<file path="config.mk">
export PLATFORM = sky130hd
export DESIGN_NAME = pattern_detector_param
export DESIGN_NICKNAME = d
export VERILOG_FILES = /design/src/rtl/pattern_detector_param.sv
export SDC_FILE = /design/constraint.sdc
export NUM_CORES = 1
export LEC_CHECK = 0
export ABC_CLOCK_PERIOD_IN_PS = 4700
export BUFFER_PORTS_ARGS = -buffer_cell sky130_fd_sc_hd__buf_2
export CAP_MARGIN = 20
export CELL_PAD_IN_SITES_DETAIL_PLACEMENT = 0
export CELL_PAD_IN_SITES_GLOBAL_PLACEMENT = 1
export CORE_MARGIN = 2
export CORE_UTILIZATION = 42
export DETAILED_ROUTE_END_ITERATION = 7
export PLACE_DENSITY = 0.87
export SLEW_MARGIN = 20
export SYNTH_ARGS = -nofsm -noshare
export SYNTH_HDL_FRONTEND = slang
export SYNTH_SLANG_ARGS = --single-unit
</file>
<file path="constraint.sdc">
create_clock -name clk -period 4.7 [get_ports clk]
set_clock_uncertainty 0.1 [all_clocks]
set_input_delay 0.235 -clock clk [delete_from_list [all_inputs] [get_ports clk]]
set_output_delay 0.235 -clock clk [all_outputs]
set_load 0.01 [all_outputs]
</file>
<file path="src/rtl/pattern_detector_param.sv">
// Serial bit-pattern detector: shifts qualified bits into a PAT_W-bit history and
// compares it against a loadable pattern under a care mask, with a saturating hit count.
module pattern_detector_param #(
  parameter int unsigned      PAT_W    = 8,
  parameter int unsigned      CNT_W    = 8,
  parameter bit               OVERLAP  = 1'b1,
  parameter logic [PAT_W-1:0] PAT_INIT = {{(PAT_W-1){1'b0}}, 1'b1}
) (
  input  logic             clk,
  input  logic             rst_n,
  input  logic             w,
  input  logic             in_valid,
  input  logic             pat_load,
  input  logic [PAT_W-1:0] pat_in,
  input  logic [PAT_W-1:0] mask_in,
  output logic             z,
  output logic [CNT_W-1:0] match_count,
  output logic             count_sat
);

  localparam int unsigned          FILL_W    = $clog2(PAT_W + 1);
  localparam logic [FILL_W-1:0]    FILL_FULL = FILL_W'(PAT_W);

  logic [PAT_W-1:0]  pat_q, mask_q, hist_q, hist_d;
  logic [FILL_W-1:0] fill_q, fill_d, fill_inc;
  logic [CNT_W-1:0]  cnt_q, cnt_d;
  logic              z_q, sat_q, sat_d, hit;

  // Next state for a sampled bit; only committed when in_valid is high and no load is pending.
  // NOTE: every always_comb output gets a value on every path, so no latches are inferred.
  always_comb begin
    hist_d   = {hist_q[PAT_W-2:0], w};
    fill_inc = (fill_q == FILL_FULL) ? FILL_FULL : fill_q + 1'b1;
    hit      = (fill_inc == FILL_FULL) && (((hist_d ^ pat_q) & mask_q) == '0);
    fill_d   = (hit && !OVERLAP) ? '0 : fill_inc;
    cnt_d    = (hit && !(&cnt_q)) ? cnt_q + 1'b1 : cnt_q;
    sat_d    = sat_q | (&cnt_d);
  end

  // NOTE: state registers use non-blocking assignments so all updates see pre-edge values.
  always_ff @(posedge clk) begin
    if (!rst_n) begin
      pat_q  <= PAT_INIT;
      mask_q <= '1;
      hist_q <= '0;
      fill_q <= '0;
      cnt_q  <= '0;
      sat_q  <= 1'b0;
      z_q    <= 1'b0;
    end else if (pat_load) begin
      // A load restarts detection; a bit arriving in the same cycle is dropped.
      pat_q  <= pat_in;
      mask_q <= mask_in;
      hist_q <= '0;
      fill_q <= '0;
      cnt_q  <= '0;
      sat_q  <= 1'b0;
      z_q    <= 1'b0;
    end else if (in_valid) begin
      hist_q <= hist_d;
      fill_q <= fill_d;
      cnt_q  <= cnt_d;
      sat_q  <= sat_d;
      z_q    <= hit;
    end else begin
      z_q <= 1'b0;
    end
  end

  assign z           = z_q;
  assign match_count = cnt_q;
  assign count_sat   = sat_q;

endmodule
</file>
==> reports/qor.csv, run 1 <==
stage;metric;value;unit
clock_tree;clk_path_buf_depth;2;
floorplanning;coreArea;0.00400;mm^2
power_and_ir_drop;p_sw;141;uW
worst_setup_path;path_buf_inv;1;
detailed_routing;drt-initial-drc-count;82;
timing;timing.final.ws_setup;2.48;ns
global_route;grt_start_max_net_pins;21;
detailed_routing;final_antenna_net_count;0;
clock_tree;clk_latency;0.27;ns
layout;antenna_cells;0;
layout;nFillCells;401;
power_and_ir_drop;p_clk_share;36.8;%
synthesis;syn_inst;182;
synthesis;async_flop_share;0;%
synthesis;synth-seq-cells;37;
detailed_routing;wl_per_cell;12.9;um
clock_tree;cts_tree;yes;
global_route;grtUsageTotal;14.7;%
floorplanning;start_util;43.9;%
global_route;gr-total-overflow;0;
status;status;completed;
power_and_ir_drop;p_leak;0.000902;uW
worst_setup_path;path_cells;inv_1 > ha_1 > a2111oi_4 > and3_2 > nand2_1 > mux2i_1 > o41ai_1;
floorplanning;rows;23;
flow_run;cap_violations;0;
timing;period_minus_slack;2.22;ns
detailed_routing;drc;0;
power_and_ir_drop;comb_power_share;8.7;%
synthesis;ys_seq_area_share;42.1;%
detailed_routing;drtPass1Iterations;4;
clock_tree;postCtsSetupBuffers;0;
worst_setup_path;ff2ff_setup_slack;2.48;ns
layout;seq_area;741;um^2
worst_setup_path;worstSetupStartpointType;flip-flop;
power_and_ir_drop;seqPwrFrac;54.6;%
power_and_ir_drop;vdd_drop_max;0.152;mV
timing;rsz0062_at_grt;false;
floorplanning;dieArea;0.00472;mm^2
floorplanning;dieWidth;68.7;um
timing;max_freq;0.450;GHz
synthesis;synth_warnings;0;
detailed_routing;wl;3350;um
floorplanning;top_level_ports;31;
floorplanning;die_h;68.7;um
synthesis;yosys.area.top_type;dfxtp_1;
clock_tree;cts.clk_slew.worst_paths;0.07;ns
placement;port_buffers;30;
placement;pre_cts_slack;2.51;ns
layout;syn_to_final_growth;14.2;%
clock_tree;ctsResizeCount;0;
synthesis;syn_area;0.00176;mm^2
worst_hold_path;hp-class;input port to flip-flop;
detailed_routing;via_per_inst;5.13;
power_and_ir_drop;p_per_area;300;mW/mm^2
clock_tree;htreeDepth;2;
synthesis;synth_edf_count;0;
timing;slew_headroom;51.0;%
worst_setup_path;crit_type;flip-flop to flip-flop;
worst_setup_path;cp.arrival;2.30;ns
timing;setup_viol;0;
power_and_ir_drop;internal-power;462;uW
synthesis;yosysMostFrequentCell;dfxtp_1;
timing;fin_crit_sh;47.3;%
worst_setup_path;slowest_delay;0.45;ns
synthesis;syn-num-nets;206;
power_and_ir_drop;sw_frac_of_total;23.4;%
layout;post_route_cells_drive_above_1_share;20.5;%
global_route;antenna_found_initial;0;
layout;post-route-util;50.2;%
global_route;grt_pass1_vias;1144;
placement;gp_congestion;0.746;
worst_setup_path;crit_path_end_kind;flip-flop;
clock_tree;clock-sinks;37;
synthesis;synth_top_area_share;42.1;%
synthesis;synthFlopType;dfxtp_1;
timing;finalSetupTns;0;ns
placement;dp_hpwl;2380;um
clock_tree;cts_root_buffer;clkbuf_8;
layout;multiInputGateArea;953;um^2
timing;hold_viol;0;
worst_setup_path;crit_family;compound AO/OA/AOI/OAI gates;
detailed_routing;num_vias;1335;
synthesis;syn-mean-instance-area;9.66;um^2
power_and_ir_drop;power.total;603;uW
synthesis;yosysUniqueCellTypes;35;
layout;fin_nets;234;
clock_tree;holdBufCountCts;0;
timing;drv_slew;0;
global_route;grt_pass1_wl;5210;um
worst_setup_path;cp_slowest_cell;dfxtp_1;
clock_tree;cts_buffers;5;
synthesis;yosys-top-cells-area;dfxtp_1, mux2i_1, xor2_1;
timing;worst_slew_pin_slew;0.736;ns
synthesis;synth_common_cells;dfxtp_1, mux2i_1, nor2_1, nand2_1, xor2_1;
worst_setup_path;crit_fanout;8;
worst_setup_path;cp.required;4.78;ns
==> cells in the final DEF, fill, tap and decap left out <==
cell type and n:
a211oi_1 3, a21oi_1 4, o21ai_0 1, and3_1 3, and3_2 1, clkbuf_8 6, a2111oi_4 1, nand4_4 1
dfxtp_1 37, nor3b_1 1, and4_2 1, and4_1 1, nand3_1 5, nand2_1 16, clkinvlp_4 1, mux2i_1 26
or3_1 1, xnor2_1 2, a22oi_1 3, ha_1 3, nor4_1 2, a21o_1 1, nor2b_1 9, nor3_1 1
nor2_1 19, and2_4 1, nand3b_1 1, nand4_1 6, buf_2 30, o41ai_1 1, inv_1 3, and3b_2 1
a31oi_1 2, xor2_1 15, nand2b_1 1
==> metal layers <==
metal / share of wire, % / wire (um) / global-route usage, % / vias up
li1: - / - / - / 689
met1: 49 / 1630 / 19.6 / 621
met2: 47 / 1570 / 23.6 / 21
met3: 3.3 / 110 / 2.92 / 4
met4: 1.1 / 36 / 5.15 / 0
met5: 0 / 0 / 0 / -
==> tightest hold or removal path, cell delays in order <==
cell	delay (ns)
buf_2	0.07
mux2i_1	0.05
nand2_1	0.06
==> power groups by stage <==
stage	logic [uW]	clock network (uW)	registers [uW]
2_1_floorplan	39.9	0	335
3_3_place_gp	51.9	0	336
3_5_place_dp	52.7	0	336
4_1_cts	52.9	227	329
5_1_grt	57.2	239	330
6_report	52.2	222	329
==> layout make-up <==
type	instances	share of cell area, %
Clock inverter	1	0.374
Sequential cell	37	36.9
Timing Repair Buffer	30	7.48
Inverter	3	0.561
Tap cell	50	3.12
Clock buffer	6	4.11
Multi-Input combinational cell	133	47.5
==> cells by family after synthesis <==
| group | Yosys count | share of synthesized area [%] |
|---|---|---|
| and+or+nand+nor | 71 | 21.6 |
| DFF | 37 | 42.1 |
| muxes | 26 | 14.8 |
| xor gates and xnor gates | 17 | 8.47 |
| AOI/OAI and AO/OA | 16 | 7.19 |
| buffers and inverters | 12 | 3.63 |
| adders and majority gates | 3 | 2.14 |
==> sequential cells by signal, indices dropped and copies added (netlist names) <==
signal,count
mask_q,8
match_count,8
pat_q,8
hist_q,7
fill_q,4
count_sat,1
z,1
==> path summary, 6_finish.rpt <==
kind,start,endpoint,cells after the start
worst min register to register,count_sat$_SDFFE_PP0P_,count_sat$_SDFFE_PP0P_,2
worst max register to register,fill_q[0]$_SDFFE_PP0P_,count_sat$_SDFFE_PP0P_,7
worst max-delay path,fill_q[0]$_SDFFE_PP0P_,count_sat$_SDFFE_PP0P_,7
worst min-delay path,mask_in[1],mask_q[1]$_SDFFE_PN1P_,3
==> through the flow <==
stage / std cells / hold slack [ns] / cell area (um^2)
global placement: 253 / 0.350 / 1920
global route: 260 / 0.0734 / 2010
floorplan: 182 / 0.263 / 1760
finish: 260 / 0.0690 / 2010
CTS: 260 / 0.0660 / 2010
detailed placement: 253 / 0.355 / 1920
No activity file was read; power rests on OpenSTA's default activity.
==> inputs of run 2 (changes only) <==
- ABC_CLOCK_PERIOD_IN_PS: 4700 -> 1800
- CORE_UTILIZATION: 42 -> 38
- PLACE_DENSITY: 0.87 -> 0.84
- clock period: 4.7 -> 1.8 ns (I/O delays scaled with it)
==> reports/qor.csv, run 2 (same netlist as run 1, synthesis figures left out) <==
stage;metric;value;unit;change
worst_setup_path;reg2reg_from;fill_q[0]$_SDFFE_PP0P_;;unchanged
detailed_routing;wl_per_cell;12.7;um;was 12.9 um
status;status;complete, but fails checks;;was completed
global_route;grt_pass1_vias;1455;;was 1144
clock_tree;cts_tree;yes;;unchanged
detailed_routing;drtPass1Iterations;4;;unchanged
floorplanning;start_util;39.8;%;was 43.9%
layout;syn_to_final_growth;44.8;%;was 14.2%
worst_setup_path;cp.required;1.90;ns;was 4.78 ns
timing;fin_crit_sh;102;%;was 47.3%
layout;final_common_cell;dfxtp_1;;unchanged
power_and_ir_drop;p_leak;0.00116;uW;was 0.000902 uW
floorplanning;dieWidth;72.0;um;was 68.7 um
worst_setup_path;cp.arrival;1.93;ns;was 2.30 ns
timing;hold_slack;0.0315;ns;was 0.0690 ns
detailed_routing;drc;0;;unchanged
status;violations;negative setup slack;;
worst_setup_path;cp-startpoint;fill_q[0]$_SDFFE_PP0P_;;unchanged
worst_setup_path;crit_type;flip-flop to flip-flop;;unchanged
detailed_routing;via_per_inst;4.94;;was 5.13
layout;fin_nets;283;;was 234
global_route;grt_pass1_wl;6640;um;was 5210 um
timing;drv_slew;0;;unchanged
global_route;grtUsageTotal;16.6;%;was 14.7%
timing;slew_headroom;64.7;%;was 51.0%
global_route;gr-total-overflow;0;;unchanged
layout;fin_area;0.00255;mm^2;was 0.00201 mm^2
placement;dp_cells;283;;was 253
flow_run;cap_violations;0;;unchanged
detailed_routing;final_antenna_net_count;0;;unchanged
floorplanning;rows;24;;was 23
clock_tree;clk_latency;0.29;ns;was 0.27 ns
worst_hold_path;hp-class;input port to flip-flop;;unchanged
power_and_ir_drop;vdd_drop_max;0.437;mV;was 0.152 mV
worst_setup_path;endpoint;count_sat$_SDFFE_PP0P_;;unchanged
clock_tree;cts.clk_slew.worst_paths;0.07;ns;about the same
clock_tree;cts_root_buffer;clkbuf_8;;unchanged
layout;seq_area;752;um^2;was 741 um^2
floorplanning;dieArea;0.00519;mm^2;was 0.00472 mm^2
clock_tree;postCtsSetupBuffers;0;;unchanged
global_route;antenna_found_initial;0;;unchanged
worst_setup_path;ff2ff_setup_slack;-0.03;ns;was 2.48 ns
global_route;grt_start_max_net_pins;17;;was 21
clock_tree;htreeDepth;2;;unchanged
layout;nFillCells;385;;was 401
layout;antenna_cells;0;;unchanged
clock_tree;clk_path_buf_depth;2;;unchanged
timing;hold_viol;0;;unchanged
timing;worst_slew_pin_slew;0.530;ns;was 0.736 ns
placement;port_buffers;30;;unchanged
detailed_routing;num_vias;1540;;was 1335
placement;pre_cts_slack;-0.122;ns;was 2.51 ns
clock_tree;clock-sinks;37;;unchanged
timing;setup_viol;2;;was 0
worst_setup_path;reg2reg_to;count_sat$_SDFFE_PP0P_;;unchanged
layout;final_cell_count_no_fill;312;;was 260
placement;dp_hpwl;2760;um;was 2380 um
layout;multiInputGateArea;0.00102;mm^2;was 953 um^2
detailed_routing;wl;3960;um;was 3350 um
timing;max_freq;0.545;GHz;was 0.450 GHz
timing;period_minus_slack;1.83;ns;was 2.22 ns
worst_setup_path;rr_worst_depth;7;;unchanged
detailed_routing;drt-initial-drc-count;48;;was 82
floorplanning;top_level_ports;31;;unchanged
worst_setup_path;crit_fanout;5;;was 8
power_and_ir_drop;p_per_area;710;mW/mm^2;was 300 mW/mm^2
placement;dpl_cell_area;0.00216;mm^2;was 0.00192 mm^2
power_and_ir_drop;power.total;1810;uW;was 603 uW
worst_setup_path;worstSetupStartpointType;flip-flop;;unchanged
floorplanning;coreArea;0.00441;mm^2;was 0.00400 mm^2
clock_tree;cts_buffers;5;;unchanged
floorplanning;die_h;72.0;um;was 68.7 um
placement;gp_congestion;0.815;;was 0.746
worst_setup_path;crit_path_end_kind;flip-flop;;unchanged
timing;rsz0062_at_grt;true;;was false
timing;timing.final.ws_setup;-0.0344;ns;was 2.48 ns
layout;post_route_cells_drive_above_1_share;35.0;%;was 20.5%
layout;final_cell_mix;dfxtp_1, buf_2, buf_4, mux2i_1, dlygate4sd3_1;;was dfxtp_1, buf_2, mux2i_1, nor2_1, nand2_1
-- run 2: layout make-up --
type | count | area share (%)
clock inverter | 1 | 1.18
inverter | 3 | 0.541
multi-input combinational | 133 | 40.2
timing repair buffer | 79 | 22.6
clock buffer | 7 | 3.39
tap | 52 | 2.56
sequential | 37 | 29.5
-- run 2: worst min-delay path by stage --
stage          startpoint                     end  slack [ns]  cells past startpoint
4_1_cts          in_valid            z$_SDFF_PP0_        0.03                      3
3_3_place_gp   mask_in[0]  mask_q[0]$_SDFFE_PN1P_        0.20                      3
3_5_place_dp    pat_in[0]   pat_q[0]$_SDFFE_PN1P_        0.21                      3
6_report         in_valid            z$_SDFF_PP0_        0.03                      3
5_1_grt          in_valid            z$_SDFF_PP0_        0.05                      3
2_1_floorplan       rst_n   pat_q[1]$_SDFFE_PN0P_        0.12                      1
-- run 2: through the flow --
step | utilization (%) | TNS, ns
after floorplan | - | 0
after global routing | 57.7 | -0.459
final | 57.7 | -0.0661
after CTS | 56.9 | -0.107
after detailed placement | 49.0 | -0.239
after global placement | 49.0 | -0.0888
-- run 2: routing by layer --
metal	part of all wire, %	vias to the layer above	GRT usage [%]
met5	0	-	0
met4	3.1	0	9.85
met1	46	709	20.7
li1	-	786	-
met3	3.7	12	3.75
met2	47	33	26.1
-- run 2: timing repair --
item | CTS | global route
setup endpoints to repair | 5 | 9
hold buffers | 21 | 0
gates resized for setup | 7 | 8
pin swaps | 5 | 4
endpoints found under the hold margin | 17 | 0
-- run 2: worst max-delay path, stage by stage (launching register included) --
cell and delay, ns:
dfxtp_4 0.38, inv_4 0.04, ha_4 0.24, a2111oi_4 0.24, and2_4 0.23, nand3_2 0.08
xor2_1 0.15, o41ai_2 0.29
-- run 2: power by group --
part | internal [uW] | leakage [uW] | switching [uW]
registers | 840 | 0.000305 | 18.8
logic | 118 | 0.000799 | 93.3
clock network | 451 | 0.0000585 | 285
